## config.mk

```make
export PLATFORM = sky130hd
export DESIGN_NAME = fetch_unit_flat
export DESIGN_NICKNAME = d
export VERILOG_FILES = /design/src/rtl/fetch_unit_if.sv /design/src/rtl/fetch_unit.sv /design/src/flat_wrapper.sv
export SDC_FILE = /design/constraint.sdc
export NUM_CORES = 1
export LEC_CHECK = 0
export BUFFER_PORTS_ARGS = -buffer_cell sky130_fd_sc_hd__buf_2
export CAP_MARGIN = 5
export CORE_ASPECT_RATIO = 1.4
export CORE_MARGIN = 4
export CORE_UTILIZATION = 40
export CTS_BUF_LIST = sky130_fd_sc_hd__clkbuf_16
export DETAILED_ROUTE_END_ITERATION = 8
export GPL_ROUTABILITY_DRIVEN = 0
export PLACE_DENSITY_LB_ADDON = 0.08
export SLEW_MARGIN = 20
export SYNTH_ARGS = -nofsm -noshare
export SYNTH_HDL_FRONTEND = slang
export SYNTH_SLANG_ARGS = --single-unit
```

## constraint.sdc

```tcl
create_clock -name clk -period 3.76 [get_ports clk]
set_input_delay 0.188 -clock clk [delete_from_list [all_inputs] [get_ports clk]]
set_output_delay 0.188 -clock clk [all_outputs]
set_load 0.01 [all_outputs]
```

## src/rtl/fetch_unit_if.sv

```systemverilog
// Fetch unit bus bundle: memory request/response channel, decoder-facing instruction
// stream, redirect input and queue occupancy.
//
// Modports
//   master : fetch unit side (drives mem_req/mem_addr, instr_*, count)
//   slave  : environment side (memory, decoder, branch unit)
//
// Parameters
//   IW : instruction width in bits
//   AW : instruction address width in bits
//   CW : occupancy counter width, $clog2(DEPTH)+1 of the attached fetch unit
interface fetch_unit_if #(
  parameter int unsigned IW = 32,
  parameter int unsigned AW = 32,
  parameter int unsigned CW = 3
);
  // Memory request / response
  logic          mem_req;
  logic [AW-1:0] mem_addr;
  logic          mem_gnt;
  logic          mem_rvalid;
  logic [IW-1:0] mem_rdata;
  // Instruction stream to decoder
  logic          instr_valid;
  logic [IW-1:0] instr;
  logic [AW-1:0] instr_addr;
  logic          instr_ready;
  // Control flow change
  logic          redirect;
  logic [AW-1:0] redirect_addr;
  // Queue occupancy
  logic [CW-1:0] count;

  modport master (
    output mem_req, mem_addr,
    input  mem_gnt, mem_rvalid, mem_rdata,
    output instr_valid, instr, instr_addr,
    input  instr_ready,
    input  redirect, redirect_addr,
    output count
  );

  modport slave (
    input  mem_req, mem_addr,
    output mem_gnt, mem_rvalid, mem_rdata,
    input  instr_valid, instr, instr_addr,
    output instr_ready,
    output redirect, redirect_addr,
    input  count
  );
endinterface

```

## src/rtl/fetch_unit.sv

```systemverilog
// Instruction fetch unit with a prefetch queue.
//
// Issues one memory read at a time starting at RESET_ADDR, stepping by STEP, and
// queues {data, address} pairs for the decoder. A queue slot is reserved when a
// request is issued, so a response can always be pushed. A redirect flushes the
// queue, discards any in-flight response and restarts fetching at redirect_addr.
//
// Ports
//   clk          : clock, all state on rising edge
//   reset        : asynchronous, active-high reset
//   bus          : fetch_unit_if.master (memory channel, instruction stream,
//                  redirect, queue occupancy)
//   stall_cycles : (only with FETCH_UNIT_STALL_COUNT_EN) saturating count of cycles
//                  where the decoder was ready but no instruction was valid
//
// Optional feature macro: FETCH_UNIT_STALL_COUNT_EN
module fetch_unit #(
  parameter int unsigned    IW         = 32,
  parameter int unsigned    AW         = 32,
  parameter int unsigned    DEPTH      = 4,
  parameter int unsigned    STEP       = 1,
  parameter logic [AW-1:0]  RESET_ADDR = '0
) (
  input  logic         clk,
  input  logic         reset,
  fetch_unit_if.master bus
`ifdef FETCH_UNIT_STALL_COUNT_EN
  ,
  output logic [15:0]  stall_cycles
`endif
);

  localparam int unsigned PW = $clog2(DEPTH);
  localparam int unsigned CW = PW + 1;

  typedef enum logic [1:0] {
    StIdle,
    StReq,
    StWait,
    StDrop
  } state_e;

  state_e        state_q, state_d;
  logic [AW-1:0] pc_q, pc_d;             // next address to fetch
  logic [AW-1:0] req_addr_q, req_addr_d; // address of the request being issued
  logic          flush_q, flush_d;       // redirect seen while REQ waits for its grant
  logic          armed_q;                // one cycle of settling after reset release

  logic [CW-1:0] count_q, count_d;
  logic [PW-1:0] rd_ptr_q, rd_ptr_d;
  logic [PW-1:0] wr_ptr_q, wr_ptr_d;
  logic [IW-1:0] data_mem [DEPTH];
  logic [AW-1:0] addr_mem [DEPTH];

  logic          push;
  logic          pop;
  logic          valid;

  assign valid = (count_q != '0);
  // A pop coinciding with a redirect is discarded along with the rest of the queue.
  assign pop   = valid && bus.instr_ready && !bus.redirect;

  // ---------------------------------------------------------------------------
  // Fetch FSM
  // ---------------------------------------------------------------------------
  always_comb begin
    state_d    = state_q;
    pc_d       = pc_q;
    req_addr_d = req_addr_q;
    flush_d    = flush_q;
    push       = 1'b0;

    // A redirect always retargets the fetch pc, whatever the state.
    if (bus.redirect) begin
      pc_d = bus.redirect_addr;
    end

    case (state_q)
      StIdle: begin
        // Nothing is outstanding in IDLE, so occupancy alone decides the reservation.
        if (armed_q && !bus.redirect && (count_q < CW'(DEPTH))) begin
          state_d    = StReq;
          req_addr_d = pc_q;
          flush_d    = 1'b0;
        end
      end
      StReq: begin
        // The request stays on the bus even when redirected; its data is dropped later.
        if (bus.redirect) begin
          flush_d = 1'b1;
        end
        if (bus.mem_gnt) begin
          if (bus.redirect || flush_q) begin
            state_d = StDrop;
          end else begin
            state_d = StWait;
            pc_d    = pc_q + AW'(STEP);
          end
        end
      end
      StWait: begin
        if (bus.mem_rvalid) begin
          state_d = StIdle;
          push    = !bus.redirect;
        end else if (bus.redirect) begin
          state_d = StDrop;
        end
      end
      StDrop: begin
        if (bus.mem_rvalid) begin
          state_d = StIdle;
        end
      end
      default: begin
        state_d = StIdle;
      end
    endcase
  end

  always_ff @(posedge clk or posedge reset) begin
    if (reset) begin
      state_q    <= StIdle;
      pc_q       <= RESET_ADDR;
      req_addr_q <= RESET_ADDR;
      flush_q    <= 1'b0;
      armed_q    <= 1'b0;
    end else begin
      state_q    <= state_d;
      pc_q       <= pc_d;
      req_addr_q <= req_addr_d;
      flush_q    <= flush_d;
      armed_q    <= 1'b1;
    end
  end

  // ---------------------------------------------------------------------------
  // Prefetch queue
  // ---------------------------------------------------------------------------
  always_comb begin
    count_d  = count_q;
    rd_ptr_d = rd_ptr_q;
    wr_ptr_d = wr_ptr_q;
    if (bus.redirect) begin
      count_d  = '0;
      rd_ptr_d = '0;
      wr_ptr_d = '0;
    end else begin
      if (push) begin
        wr_ptr_d = wr_ptr_q + PW'(1);
      end
      if (pop) begin
        rd_ptr_d = rd_ptr_q + PW'(1);
      end
      count_d = count_q + CW'(push) - CW'(pop);
    end
  end

  always_ff @(posedge clk or posedge reset) begin
    if (reset) begin
      count_q  <= '0;
      rd_ptr_q <= '0;
      wr_ptr_q <= '0;
    end else begin
      count_q  <= count_d;
      rd_ptr_q <= rd_ptr_d;
      wr_ptr_q <= wr_ptr_d;
    end
  end

  // Storage needs no reset: entries are only visible while counted as valid.
  always_ff @(posedge clk) begin
    if (push) begin
      data_mem[wr_ptr_q] <= bus.mem_rdata;
      addr_mem[wr_ptr_q] <= req_addr_q;
    end
  end

  // ---------------------------------------------------------------------------
  // Outputs
  // ---------------------------------------------------------------------------
  assign bus.mem_req     = (state_q == StReq);
  assign bus.mem_addr    = req_addr_q;
  assign bus.instr_valid = valid;
  assign bus.instr       = valid ? data_mem[rd_ptr_q] : '0;
  assign bus.instr_addr  = valid ? addr_mem[rd_ptr_q] : '0;
  assign bus.count       = count_q;

`ifdef FETCH_UNIT_STALL_COUNT_EN
  logic [15:0] stall_q;

  always_ff @(posedge clk or posedge reset) begin
    if (reset) begin
      stall_q <= '0;
    end else if (bus.instr_ready && !valid && (stall_q != 16'hFFFF)) begin
      stall_q <= stall_q + 16'd1;
    end
  end

  assign stall_cycles = stall_q;
`endif

endmodule

```

## src/flat_wrapper.sv

```systemverilog
// flat-port wrapper written by rule: the top's interface ports become plain ports
module fetch_unit_flat 
#(
  parameter int unsigned    IW         = 32,
  parameter int unsigned    AW         = 32,
  parameter int unsigned    DEPTH      = 4,
  parameter int unsigned    STEP       = 1,
  parameter logic [AW-1:0]  RESET_ADDR = '0
)
  (clk, reset, bus_mem_req, bus_mem_addr, bus_mem_gnt, bus_mem_rvalid, bus_mem_rdata, bus_instr_valid, bus_instr, bus_instr_addr, bus_instr_ready, bus_redirect, bus_redirect_addr, bus_count);
  fetch_unit_if #(.IW(IW), .AW(AW), .CW((3))) bus_i ();
  input  logic clk;
  input  logic reset;
  output wire logic [$bits(bus_i.mem_req)-1:0] bus_mem_req;
  output wire logic [$bits(bus_i.mem_addr)-1:0] bus_mem_addr;
  input wire logic [$bits(bus_i.mem_gnt)-1:0] bus_mem_gnt;
  input wire logic [$bits(bus_i.mem_rvalid)-1:0] bus_mem_rvalid;
  input wire logic [$bits(bus_i.mem_rdata)-1:0] bus_mem_rdata;
  output wire logic [$bits(bus_i.instr_valid)-1:0] bus_instr_valid;
  output wire logic [$bits(bus_i.instr)-1:0] bus_instr;
  output wire logic [$bits(bus_i.instr_addr)-1:0] bus_instr_addr;
  input wire logic [$bits(bus_i.instr_ready)-1:0] bus_instr_ready;
  input wire logic [$bits(bus_i.redirect)-1:0] bus_redirect;
  input wire logic [$bits(bus_i.redirect_addr)-1:0] bus_redirect_addr;
  output wire logic [$bits(bus_i.count)-1:0] bus_count;
  assign bus_mem_req = bus_i.mem_req;
  assign bus_mem_addr = bus_i.mem_addr;
  assign bus_i.mem_gnt = bus_mem_gnt;
  assign bus_i.mem_rvalid = bus_mem_rvalid;
  assign bus_i.mem_rdata = bus_mem_rdata;
  assign bus_instr_valid = bus_i.instr_valid;
  assign bus_instr = bus_i.instr;
  assign bus_instr_addr = bus_i.instr_addr;
  assign bus_i.instr_ready = bus_instr_ready;
  assign bus_i.redirect = bus_redirect;
  assign bus_i.redirect_addr = bus_redirect_addr;
  assign bus_count = bus_i.count;
  fetch_unit #(.IW(IW), .AW(AW), .DEPTH(DEPTH), .STEP(STEP), .RESET_ADDR(RESET_ADDR)) u_core (.clk(clk), .reset(reset), .bus(bus_i));
endmodule
```

==> metrics.md <==
| Metric | Value |
|---|---|
| Reg power frac | 46.7% |
| Residual DRC | 0 |
| Net Switching | 3.04 mW |
| Clock-pin slew on the worst setup and hold paths | 0.06 ns |
| Slew @ Worst Pin | 1.04 ns |
| CTS sink cnt | ~330 |
| DRT Wirelength | a little over 30 mm |
| Share of cells above drive strength 1 | about 34% |
| Ranking of synthesized cells by area | edfxtp_1 (58%), dfrtp_1 (14%), mux4_2 (11%), and2_1 (3.3%), mux2_2 (2.6%) |
| TNS Setup | 0 ns |
| DRT iter0 DRCs | 518 |
| Warnings, synthesis | 0 |
| Min Tclk post-route | between 2 and 3 ns |
| R2R depth | 5 |
| Post-synth net total | approximately 820 |
| Core box area | 32700 um2 |
| Unrepaired setup endpoints after global routing | false |
| Yosys cell types | 53 |
| Maximum clock frequency | about 380 MHz |
| Overall routing resource usage | 16.7% |
| Final hold viol count | 0 |
| Routed WL per cell | between 20 and 25 um |
| Largest net degree at the start of global routing | 67 |
| R2R setup slack | approximately 1.4 ns |
| Worst Setup SP | u_core.rd_ptr_q[0] |
| Max-Cap Viols | 0 |
| Post-layout util | between 50% and 60% |
| Type of origin of the critical path | flop |
| Yosys reg bits | 331 |
| First-pass GRT wire length | roughly 47 mm |
| Gate Count Post-Synth | 745 |
| Final Skew | 0.0109 ns |
| Tcrit/Tclk final | a little over two thirds |
| ANT nets after route | 0 |
| Commonest non-fill, non-tap cell in the layout | edfxtp_1 |
| Clock power frac | a little under a third |
| Layout area overhead | 23.5% |
| Height of the die | approximately 220 um |
| DIE AREA | between 30000 and 40000 um2 |
| PD cells | approximately 640 nW/um2 |
| Status | complete, no violations |
| Power Internal | 7.57 mW |
| Comb pwr share | 23.0% |
| Antenna violations before repair | 0 |
| Final setup viols | 0 |
| Gr ovfl total | 0 |
| Vias per cell | 5.24 |
| Net Sw Frac | between 20% and 30% |
| Layout Nets | about 1100 |
| Leakage power | between 6 and 7 nW |
| Synth Cell Area | about 13000 um2 |
| Slew HR | between 30% and 40% |
| Via Count | around 7600 |
| Clk buf depth | 3 |
| CTS Buf Count | 34 |
| # rows | a little under 80 |
| Worst-Skew Late Latency | slightly above 0.5 ns |
| Syn Area/Cell | 17.9 um2 |
| Vias in the first global route | 8052 |
| Register area share after synthesis | 71.7% |
| Critical Path Sink Type | primary output |
| DRT Pass-1 Iters | 5 |
| Critical Path AT | ~2.4 ns |
| Most frequent cells in the layout | edfxtp_1 (256), buf_2 (170), dfrtp_1 (73) |
| Post-synth EDFFs | approximately 260 |
| Ant. Diodes | 0 |
| Die W | 162 um |
| Max IR drop VDD | between 0.3 and 0.4 mV |
| H-tree depth | 2 |
| Initial Util | approximately two fifths |
| FF-to-FF Start | u_core.state_q[1] |
| Buffers on Ports | 170 |
| CP required | 3.57 ns |
| TritonCTS clock tree | done |
| Ys async rst share | 22.7% |
| Final Max Slew Viols | 0 |
| Setup Crit Path Kind | reg -> out |
| IO Count | around 170 |
| Clock root cell | clkbuf_16 |
| Top FF cell, synth | edfxtp_1 |
| Hold_sp | bus_redirect_addr[26] |
| Max FO, Critical Path | 17 |
| Top cell type by total area after synthesis | edfxtp_1 |
| Dpl hpwl | about 19 mm |
| RR Endpoint | u_core.addr_mem[0][6] |
| Top cell type's share of synthesized area | between 50% and 60% |
| Post-CTS Setup Repair Bufs | 0 |
| Worst setup path end | bus_instr_addr[7] |
| Worst hold path type | in -> reg |
==> power by group through the flow <==
stage / clock [mW] / combinational (mW) / sequential (mW)
floorplan: 0 / 1.45 / 4.89
global placement: 0 / 2.46 / 5.02
detailed placement: 0 / 2.46 / 5.04
CTS: 3.31 / 2.52 / 4.97
global route: 3.47 / 2.68 / 5.02
finish: 3.22 / 2.44 / 4.95
==> worst max-delay path: stages, from the launching register on <==
cell     delay [ns]
dfrtp_4        0.65
buf_4          0.41
mux4_2         0.56
and2_1         0.17
buf_2          0.13
==> layout make-up <==
class	count	area, um2
tap	440	551
inverter	16	62.6
sequential	331	9570
timing repair buffer	247	1640
multi-input combinational	361	3570
clock inverter	23	144
fill	2754	16200
clock buffer	37	926
==> layer usage <==
metal	wire, um	vias to the layer above	part of all wire (%)	GRT usage (%)
li1	-	3427	-	-
met1	12500	3938	41	21.7
met2	15700	219	52	28.9
met3	1420	45	4.7	2.83
met4	631	0	2.1	4.70
met5	0	-	0	0
==> cell families after synthesis <==
kind of cell             share of synthesized area [%]
AND/OR/NAND/NOR                                   7.85
adder cells (fa/ha/maj)                          0.807
flip-flops                                        71.7
other                                           0.0281
buffers and inverters                             1.54
multiplexers                                      13.7
AO/OA/AOI/OAI                                     3.91
XOR/XNOR                                         0.460
==> sequential cells by signal (all words and copies together), names as in the netlist <==
name,cells
u_core.addr_mem,128
u_core.wr_ptr_q,2
u_core.state_q,2
u_core.data_mem,128
u_core.rd_ptr_q,2
u_core.flush_q,1
u_core.armed_q,1
u_core.bus.mem_addr,32
u_core.pc_q,32
u_core.bus.count,3
==> Yosys cell counts, types with 3 or more instances <==
master	count
edfxtp_1	256
dfrtp_1	75
and2_1	71
mux4_2	64
nor2_1	35
mux2_2	31
clkbuf_1	21
nand2_1	17
a311oi_1	16
inv_1	16
nand3_1	15
a211oi_1	11
buf_1	11
and3_1	9
a21oi_1	8
ha_1	7
nor3_1	7
a221oi_1	6
and4_1	5
buf_2	5
o21ai_0	5
nor2b_1	4
or3_1	4
xor2_1	4
mux2i_1	3
or2_2	3
xnor2_1	3
==> per-stage QoR <==
stage	hold WS [ns]	worst slack [ns]	std cells	instance area [um2]	power, mW
global route	0.0218	0.957	1455	16500	11.2
finish	0.0371	1.13	1455	16500	10.6
detailed placement	0.409	1.33	1332	14800	7.50
global placement	0.401	1.37	1332	14800	7.47
floorplan	0.287	0.867	745	13300	6.35
CTS	0.0127	1.04	1455	16500	10.8
==> repair_timing <==
action	CTS	global route
resized for setup	0	0
hold buffers	63	0
hold endpoints to repair	210	0
==> how the worst min path moves through the flow <==
| stage | end | slack [ns] | cells after the start |
|---|---|---|---|
| final | u_core.pc_q[26] | 0.04 | 3 |
| after global routing | u_core.pc_q[26] | 0.02 | 3 |
| after CTS | u_core.pc_q[26] | 0.01 | 3 |
| after detailed placement | u_core.data_mem[1][10] | 0.41 | 1 |
| after global placement | u_core.data_mem[0][10] | 0.40 | 1 |
| after floorplan | u_core.data_mem[0][0] | 0.29 | 0 |
No activity file was read; power rests on OpenSTA's default activity.
